## src/rtl/mc_ctrl_pkg.sv

```systemverilog
// Shared types and encodings for the multicycle control unit.
package mc_ctrl_pkg;

  typedef enum logic [3:0] {
    S_IDLE,
    S_FETCH,
    S_DECODE,
    S_MEMADR,
    S_MEMREAD,
    S_MEMWB,
    S_MEMWRITE,
    S_EXECR,
    S_EXECI,
    S_ALUWB,
    S_BRANCH,
    S_JAL,
    S_LUI
  } state_t;

  localparam logic [6:0] OP_LOAD   = 7'b0000011;
  localparam logic [6:0] OP_STORE  = 7'b0100011;
  localparam logic [6:0] OP_RTYPE  = 7'b0110011;
  localparam logic [6:0] OP_ITYPE  = 7'b0010011;
  localparam logic [6:0] OP_BRANCH = 7'b1100011;
  localparam logic [6:0] OP_JAL    = 7'b1101111;
  localparam logic [6:0] OP_LUI    = 7'b0110111;

  localparam logic [2:0] IMM_I = 3'd0;
  localparam logic [2:0] IMM_S = 3'd1;
  localparam logic [2:0] IMM_B = 3'd2;
  localparam logic [2:0] IMM_J = 3'd3;
  localparam logic [2:0] IMM_U = 3'd4;

  localparam logic [2:0] ALU_ADD = 3'b000;
  localparam logic [2:0] ALU_SUB = 3'b001;
  localparam logic [2:0] ALU_AND = 3'b010;
  localparam logic [2:0] ALU_OR  = 3'b011;
  localparam logic [2:0] ALU_SLT = 3'b101;

  // Coarse ALU request from the FSM; FUNCT defers to funct3/funct7.
  localparam logic [1:0] ALUOP_ADD   = 2'b00;
  localparam logic [1:0] ALUOP_SUB   = 2'b01;
  localparam logic [1:0] ALUOP_FUNCT = 2'b10;

  localparam logic [1:0] RES_ALUOUT = 2'b00;
  localparam logic [1:0] RES_MEM    = 2'b01;
  localparam logic [1:0] RES_ALU    = 2'b10;

  localparam logic [1:0] SRCA_PC    = 2'b00;
  localparam logic [1:0] SRCA_OLDPC = 2'b01;
  localparam logic [1:0] SRCA_RS1   = 2'b10;
  localparam logic [1:0] SRCA_ZERO  = 2'b11;

  localparam logic [1:0] SRCB_RS2  = 2'b00;
  localparam logic [1:0] SRCB_IMM  = 2'b01;
  localparam logic [1:0] SRCB_FOUR = 2'b10;

  // Immediate format implied by the opcode; unknown opcodes fall back to I.
  function automatic logic [2:0] imm_sel(input logic [6:0] opcode);
    case (opcode)
      OP_STORE:  return IMM_S;
      OP_BRANCH: return IMM_B;
      OP_JAL:    return IMM_J;
      OP_LUI:    return IMM_U;
      default:   return IMM_I;
    endcase
  endfunction

endpackage

```

## src/rtl/mc_ctrl_if.sv

```systemverilog
// Memory port handshake between the control unit and the memory.
interface mc_ctrl_if;
  logic mem_req;
  logic mem_write;
  logic adr_src;
  logic mem_ready;

  modport master (output mem_req, output mem_write, output adr_src, input mem_ready);
  modport slave  (input mem_req, input mem_write, input adr_src, output mem_ready);
endinterface

```

## src/rtl/mc_ctrl_alu_dec.sv

```systemverilog
// ALU operation decoder: maps the FSM's coarse request plus funct fields to alu_control.
module mc_ctrl_alu_dec
  import mc_ctrl_pkg::*;
(
  input  logic [2:0] funct3,
  input  logic       funct7b5,
  input  logic       is_rtype,
  input  logic [1:0] alu_op,
  output logic [2:0] alu_control
);

  // Select the ALU function; I-type never subtracts since bit 30 is immediate data there.
  always_comb begin
    alu_control = ALU_ADD;
    case (alu_op)
      ALUOP_SUB: alu_control = ALU_SUB;
      ALUOP_FUNCT: begin
        case (funct3)
          3'b000:  alu_control = (is_rtype && funct7b5) ? ALU_SUB : ALU_ADD;
          3'b010:  alu_control = ALU_SLT;
          3'b110:  alu_control = ALU_OR;
          3'b111:  alu_control = ALU_AND;
          default: alu_control = ALU_ADD;
        endcase
      end
      default: alu_control = ALU_ADD;
    endcase
  end

endmodule

```

## src/rtl/mc_ctrl.sv

```systemverilog
// Multicycle RISC-V control unit.
//   state    | meaning
//   IDLE     | inactive, all outputs low
//   FETCH    | read instruction at PC, PC += 4 on completion
//   DECODE   | compute branch target, pick next state by opcode
//   MEMADR   | rs1 + imm address for lw/sw
//   MEMREAD  | load access pending
//   MEMWB    | write load data to rd
//   MEMWRITE | store access pending
//   EXECR    | R-type ALU operation
//   EXECI    | I-type ALU operation
//   ALUWB    | write ALUOut to rd
//   BRANCH   | compare rs1/rs2, conditionally load target into PC
//   JAL      | PC <- target, ALU forms old PC + 4
//   LUI      | 0 + U-immediate
module mc_ctrl
  import mc_ctrl_pkg::*;
#(
  parameter int TIMEOUT_CYCLES = 255
) (
  input  logic              clk,
  input  logic              rst_n,
  mc_ctrl_if.master         mem,
  input  logic [31:0]       instr,
  input  logic              zero,
  output logic              ir_write,
  output logic              pc_write,
  output logic              reg_write,
  output logic [1:0]        result_src,
  output logic [1:0]        alu_src_a,
  output logic [1:0]        alu_src_b,
  output logic [2:0]        alu_control,
  output logic [2:0]        imm_src,
  output logic              illegal_instr,
  output logic              bus_err,
  output logic              retire
);

  localparam int CNT_W = $clog2(TIMEOUT_CYCLES + 1);

  state_t             state, next_state;
  logic [CNT_W-1:0]   wait_cnt;
  logic               waiting, tmo_fire;
  logic               mem_req_c, mem_write_c, adr_src_c;
  logic [1:0]         alu_op;
  logic               is_rtype;
  logic [6:0]         opcode;
  logic [2:0]         funct3;
  logic               unused_instr_bits;

  assign opcode            = instr[6:0];
  assign funct3            = instr[14:12];
  assign unused_instr_bits = ^{instr[31], instr[29:15], instr[11:7]};

  assign waiting  = (state == S_FETCH) || (state == S_MEMREAD) || (state == S_MEMWRITE);
  assign tmo_fire = waiting && !mem.mem_ready && (wait_cnt == CNT_W'(TIMEOUT_CYCLES));

  assign mem.mem_req   = mem_req_c;
  assign mem.mem_write = mem_write_c;
  assign mem.adr_src   = adr_src_c;

  mc_ctrl_alu_dec u_alu_dec (
    .funct3      (funct3),
    .funct7b5    (instr[30]),
    .is_rtype    (is_rtype),
    .alu_op      (alu_op),
    .alu_control (alu_control)
  );

  // State register.
  always_ff @(posedge clk or negedge rst_n) begin
    if (!rst_n) state <= S_IDLE;
    else        state <= next_state;
  end

  // Wait counter: restarts on every state change, counts stalled cycles while waiting.
  always_ff @(posedge clk or negedge rst_n) begin
    if (!rst_n)                        wait_cnt <= '0;
    else if (state != next_state)      wait_cnt <= '0;
    else if (waiting && !mem.mem_ready) wait_cnt <= wait_cnt + CNT_W'(1);
  end

  // Next-state and per-state datapath controls; a timeout overrides everything.
  always_comb begin
    next_state    = state;
    mem_req_c     = 1'b0;
    mem_write_c   = 1'b0;
    adr_src_c     = 1'b0;
    ir_write      = 1'b0;
    pc_write      = 1'b0;
    reg_write     = 1'b0;
    result_src    = RES_ALUOUT;
    alu_src_a     = SRCA_PC;
    alu_src_b     = SRCB_RS2;
    alu_op        = ALUOP_ADD;
    is_rtype      = 1'b0;
    imm_src       = IMM_I;
    illegal_instr = 1'b0;
    bus_err       = 1'b0;
    retire        = 1'b0;
    case (state)
      S_IDLE: next_state = S_FETCH;
      S_FETCH: begin
        mem_req_c = 1'b1;
        if (mem.mem_ready) begin
          ir_write   = 1'b1;
          pc_write   = 1'b1;
          alu_src_b  = SRCB_FOUR;
          result_src = RES_ALU;
          next_state = S_DECODE;
        end
      end
      S_DECODE: begin
        alu_src_a = SRCA_OLDPC;
        alu_src_b = SRCB_IMM;
        imm_src   = imm_sel(opcode);
        case (opcode)
          OP_LOAD, OP_STORE: next_state = S_MEMADR;
          OP_RTYPE:          next_state = S_EXECR;
          OP_ITYPE:          next_state = S_EXECI;
          OP_BRANCH:         next_state = S_BRANCH;
          OP_JAL:            next_state = S_JAL;
          OP_LUI:            next_state = S_LUI;
          default: begin
            illegal_instr = 1'b1;
            next_state    = S_FETCH;
          end
        endcase
      end
      S_MEMADR: begin
        alu_src_a  = SRCA_RS1;
        alu_src_b  = SRCB_IMM;
        imm_src    = (opcode == OP_STORE) ? IMM_S : IMM_I;
        next_state = (opcode == OP_STORE) ? S_MEMWRITE : S_MEMREAD;
      end
      S_MEMREAD: begin
        mem_req_c = 1'b1;
        adr_src_c = 1'b1;
        if (mem.mem_ready) next_state = S_MEMWB;
      end
      S_MEMWB: begin
        result_src = RES_MEM;
        reg_write  = 1'b1;
        retire     = 1'b1;
        next_state = S_FETCH;
      end
      S_MEMWRITE: begin
        mem_req_c   = 1'b1;
        mem_write_c = 1'b1;
        adr_src_c   = 1'b1;
        if (mem.mem_ready) begin
          retire     = 1'b1;
          next_state = S_FETCH;
        end
      end
      S_EXECR: begin
        alu_src_a  = SRCA_RS1;
        alu_src_b  = SRCB_RS2;
        alu_op     = ALUOP_FUNCT;
        is_rtype   = 1'b1;
        next_state = S_ALUWB;
      end
      S_EXECI: begin
        alu_src_a  = SRCA_RS1;
        alu_src_b  = SRCB_IMM;
        alu_op     = ALUOP_FUNCT;
        next_state = S_ALUWB;
      end
      S_ALUWB: begin
        reg_write  = 1'b1;
        retire     = 1'b1;
        next_state = S_FETCH;
      end
      S_BRANCH: begin
        alu_src_a = SRCA_RS1;
        alu_src_b = SRCB_RS2;
        alu_op    = ALUOP_SUB;
        case (funct3)
          3'b000:  pc_write = zero;
          3'b001:  pc_write = !zero;
          default: pc_write = 1'b0;
        endcase
        retire     = 1'b1;
        next_state = S_FETCH;
      end
      S_JAL: begin
        alu_src_a  = SRCA_OLDPC;
        alu_src_b  = SRCB_FOUR;
        pc_write   = 1'b1;
        imm_src    = IMM_J;
        next_state = S_ALUWB;
      end
      S_LUI: begin
        alu_src_a  = SRCA_ZERO;
        alu_src_b  = SRCB_IMM;
        imm_src    = IMM_U;
        next_state = S_ALUWB;
      end
      default: next_state = S_IDLE;
    endcase
    if (tmo_fire) begin
      mem_req_c   = 1'b0;
      mem_write_c = 1'b0;
      adr_src_c   = 1'b0;
      bus_err     = 1'b1;
      next_state  = S_IDLE;
    end
  end

endmodule
```

## src/flat_wrapper.sv

```systemverilog
// flat-port wrapper written by rule: the top's interface ports become plain ports
module mc_ctrl_flat import mc_ctrl_pkg::*;
#(
  parameter int TIMEOUT_CYCLES = 255
)
  (clk, rst_n, instr, zero, ir_write, pc_write, reg_write, result_src, alu_src_a, alu_src_b, alu_control, imm_src, illegal_instr, bus_err, retire, mem_mem_req, mem_mem_write, mem_adr_src, mem_mem_ready);
  mc_ctrl_if mem_i ();
  input  logic clk;
  input  logic rst_n;
  input  logic [31:0] instr;
  input  logic zero;
  output logic ir_write;
  output logic pc_write;
  output logic reg_write;
  output logic [1:0] result_src;
  output logic [1:0] alu_src_a;
  output logic [1:0] alu_src_b;
  output logic [2:0] alu_control;
  output logic [2:0] imm_src;
  output logic illegal_instr;
  output logic bus_err;
  output logic retire;
  output wire logic [$bits(mem_i.mem_req)-1:0] mem_mem_req;
  output wire logic [$bits(mem_i.mem_write)-1:0] mem_mem_write;
  output wire logic [$bits(mem_i.adr_src)-1:0] mem_adr_src;
  input wire logic [$bits(mem_i.mem_ready)-1:0] mem_mem_ready;
  assign mem_mem_req = mem_i.mem_req;
  assign mem_mem_write = mem_i.mem_write;
  assign mem_adr_src = mem_i.adr_src;
  assign mem_i.mem_ready = mem_mem_ready;
  mc_ctrl #(.TIMEOUT_CYCLES(TIMEOUT_CYCLES)) u_core (.clk(clk), .rst_n(rst_n), .mem(mem_i), .instr(instr), .zero(zero), .ir_write(ir_write), .pc_write(pc_write), .reg_write(reg_write), .result_src(result_src), .alu_src_a(alu_src_a), .alu_src_b(alu_src_b), .alu_control(alu_control), .imm_src(imm_src), .illegal_instr(illegal_instr), .bus_err(bus_err), .retire(retire));
endmodule
```

## config.mk

```make
export PLATFORM = sky130hd
export DESIGN_NAME = mc_ctrl_flat
export DESIGN_NICKNAME = d
export VERILOG_FILES = /design/src/rtl/mc_ctrl_pkg.sv /design/src/rtl/mc_ctrl_if.sv /design/src/rtl/mc_ctrl_alu_dec.sv /design/src/rtl/mc_ctrl.sv /design/src/flat_wrapper.sv
export SDC_FILE = /design/constraint.sdc
export NUM_CORES = 1
export LEC_CHECK = 0
export CAP_MARGIN = 10
export CORE_ASPECT_RATIO = 0.7
export CORE_UTILIZATION = 47
export DETAILED_ROUTE_END_ITERATION = 8
export PLACE_DENSITY_LB_ADDON = 0.12
export SLEW_MARGIN = 20
export SYNTH_ARGS = -nofsm -noshare
export SYNTH_HDL_FRONTEND = slang
export SYNTH_SLANG_ARGS = --single-unit
```

## constraint.sdc

```tcl
create_clock -name clk -period 3.08 [get_ports clk]
set_input_delay 0.77 -clock clk [delete_from_list [all_inputs] [get_ports clk]]
set_output_delay 0.77 -clock clk [all_outputs]
set_load 0.1 [all_outputs]
```

==> impl_results.md <==
* Post-synth top area share at 21.6%
* Peak supply drop at 0.679 mV
* H-tree levels at 1
* Max stage delay on crit path at 460 ps
* CP max stage cell: clkdlybuf4s50_1
* Fmax at 0.327 GHz
* Post-synth EDFFs at 0
* Critical Path, Cell by Cell: clkdlybuf4s50_1 > nand3_1 > nor2b_2 > a21oi_2 > nor2b_1 > a2111oi_4 > buf_12
* Die area at 3180 um2
* Final Critical Period at 3050 ps
* First-pass GRT wire length at 7630 um
* Final Util at 87.1%
* Ranking of synthesized cells by area: dfrtp_1, nor2_1, a21oi_1, nand2_1, nor3_1
* DRT antenna net count at 0
* DR iter-0 viols at 200
* Pin count of the biggest net entering global routing at 21
* Most common cell after layout, fill and taps aside: buf_4
* Drt pass-1 iters at 5
* Setup WS pre-CTS at -117 ps
* Status: completed
* Max Buffers Root-to-Sink at 2
* Fin crit share at 99.1%
* Hold endpoint: u_core.wait_cnt[5]$_DFFE_PN0P_
* Synth-to-layout area growth at 75.7%
* DP HPWL at 3630 um
* Worst Clk Skew at 0.581 ps
* Core box area at 2800 um2
* CP required at 2310 ps
* Post-synthesis instance area at 1390 um2
* Worst Setup Start Kind: input pin
* Via/cell ratio at 6.25
* DR WL/cell at 18.4 um
* DRC Markers at 0
* Ant. Diodes at 0
* Mapped Nets at 224
* Ys async rst share at 100%
* Row Count at 16
* # nets final at 282
* Top_reg_cell synth: dfrtp_1
* Post-synthesis cell type count at 56
* Max-capacitance violation count at 0
* Slew Limit Fails at 0
* Initial Util at 49.6%
* Initial antenna violation count at 0
* Root buffer cell: clkbuf_8
* Register area share after synthesis at 21.6%
* #FFs+latches synth at 12
* Clk_lat worst skew at 240 ps
* Highest-count cells in the layout ignoring fill and taps: buf_4, buf_12, nand2_1, nor2_1, dfrtp_1
* FF-to-FF setup slack at 630 ps
* Worst min-delay path startpoint: u_core.wait_cnt[5]$_DFFE_PN0P_
* Warning count from the yosys run at 0
* Cells after synthesis at 185
* PwrDens at 883 nW/um2
* Crit path max fanout at 3
* Die height at 47.5 um
* # IOs at 57
* Post-CTS Hold Buffers at 0
* Hold depth at 3
* Cts bufs inserted at 3
* Port buffer count at 35
* Share of cells above drive strength 1 at 37.2%
* Syn Area/Cell at 7.51 um2
* R2R cell count at 7
* Reg-to-Reg End: u_core.wait_cnt[3]$_DFFE_PN0P_
* Worst Path Arrival at 2280 ps
* Max-slew headroom at 62.8%
* HP Class: reg2reg
* Vias in the first global route at 1556
* Clk sink count at 12
* Clock transition at path regs at 50 ps
* Via count at 1737
* CP top delay family: buffers and inverters
* Type of destination of the critical path: primary output
* Die W at 67.0 um
* Setup ws final at 26.4 ps
* Setup CP Type: in2out
* TritonCTS clock tree: done
* Worst path bufs/invs at 2
* Leading area contributor after synthesis: dfrtp_1
* R2R Path Start: u_core.state[3]$_DFF_PN0_
* Worst Max-Slew Pin Slew at 556 ps
* WL final at 5100 um
* Final GP Congestion at 0.867
* Total global routing overflow at 0
* Lkg Pwr at 1.06 nW
* Final hold vios at 0
* Final setup violation count at 0
* GRT Util Overall at 33.4%
[power breakdown]
part | internal (W) | switching (W)
sequential | 0.000181 | 0.0000255
clock | 0.000113 | 0.0000598
combinational | 0.000619 | 0.00116
total | 0.000913 | 0.00124
[synthesized netlist by cell type, types with 2 or more instances]
| library cell | number |
|---|---|
| nor2_1 | 24 |
| nand2_1 | 18 |
| a21oi_1 | 14 |
| nor3_1 | 13 |
| dfrtp_1 | 12 |
| inv_1 | 8 |
| nand2b_1 | 6 |
| nand3_1 | 6 |
| xor2_1 | 6 |
| nor2b_1 | 5 |
| buf_2 | 4 |
| clkbuf_1 | 4 |
| a21o_1 | 3 |
| a31oi_1 | 3 |
| ha_1 | 3 |
| o21ai_0 | 3 |
| xnor2_1 | 3 |
| a2111oi_0 | 2 |
| a21boi_0 | 2 |
| and4_1 | 2 |
| buf_1 | 2 |
| buf_4 | 2 |
| mux2_2 | 2 |
| nand4_1 | 2 |
| nand4b_1 | 2 |
| o211ai_1 | 2 |
| o22ai_1 | 2 |
| or3_1 | 2 |
[worst max path at each step]
stage	startpoint	end	slack, ps	cells past startpoint
after floorplan	instr[3]	illegal_instr	-170	6
after global placement	instr[6]	imm_src[0]	-80	6
after detailed placement	instr[6]	imm_src[0]	-120	6
after CTS	instr[2]	imm_src[0]	0.4	6
after global routing	instr[0]	illegal_instr	-20	7
final	instr[5]	illegal_instr	30	7
[through the flow]
| stage | instance area, um2 | std cells | total power, W | TNS, ps | hold slack, ps |
|---|---|---|---|---|---|
| floorplan | 1550 | 185 | 0.00138 | -181 | 474 |
| detailed placement | 2280 | 268 | 0.00194 | -199 | 555 |
| global route | 2440 | 278 | 0.00224 | -16.2 | 610 |
| finish | 2440 | 278 | 0.00215 | 0 | 569 |
| CTS | 2400 | 276 | 0.00213 | 0 | 562 |
| global placement | 2280 | 268 | 0.00188 | -107 | 543 |
[cell families (layout without fill, tap and decap cells)]
group / after synthesis / count (layout) / share of synthesized area, %
compound gates: 42 / 42 / 23.1
xor+xnor: 10 / 10 / 6.85
fa+ha+maj: 4 / 4 / 3.42
buf+inv: 21 / 78 / 7.12
flops: 12 / 12 / 21.6
mux: 2 / 2 / 1.62
simple gates: 94 / 94 / 36.3
[timing repair]
action,4_1_cts,5_1_grt
endpoints found under the hold margin,0,0
gates cloned,0,0
pin swaps,4,6
setup endpoints to repair,3,5
buffers inserted,4,2
gates resized for setup,8,8
[worst reg2reg max path, stage by stage (launching register included)]
cell and delay [ps]:
dfrtp_1 510, or4b_4 590, a211oi_4 240, buf_4 160, a41o_1 210, a21oi_1 100
xnor2_2 400, nor3_1 110
[layout make-up]
| type | instances | area, um2 |
|---|---|---|
| multi-input combinational | 152 | 1180 |
| timing repair buffer | 66 | 830 |
| fill | 135 | 363 |
| sequential | 12 | 300 |
| clock buffer | 4 | 55.1 |
| tap | 36 | 45.0 |
| inverter | 8 | 30.0 |
[layer usage]
layer | track usage, % | share of wire, % | vias up
met5 | 0 | 0 | -
li1 | - | - | 782
met4 | 9.36 | 2.0 | 0
met2 | 56.2 | 49 | 122
met1 | 43.9 | 41 | 815
met3 | 8.10 | 8.0 | 18
[state kept, by name (all words and copies together) (netlist names)]
name and flops:
u_core.state 4, u_core.wait_cnt 8
Note: power is estimated with default switching activity, not from simulation.
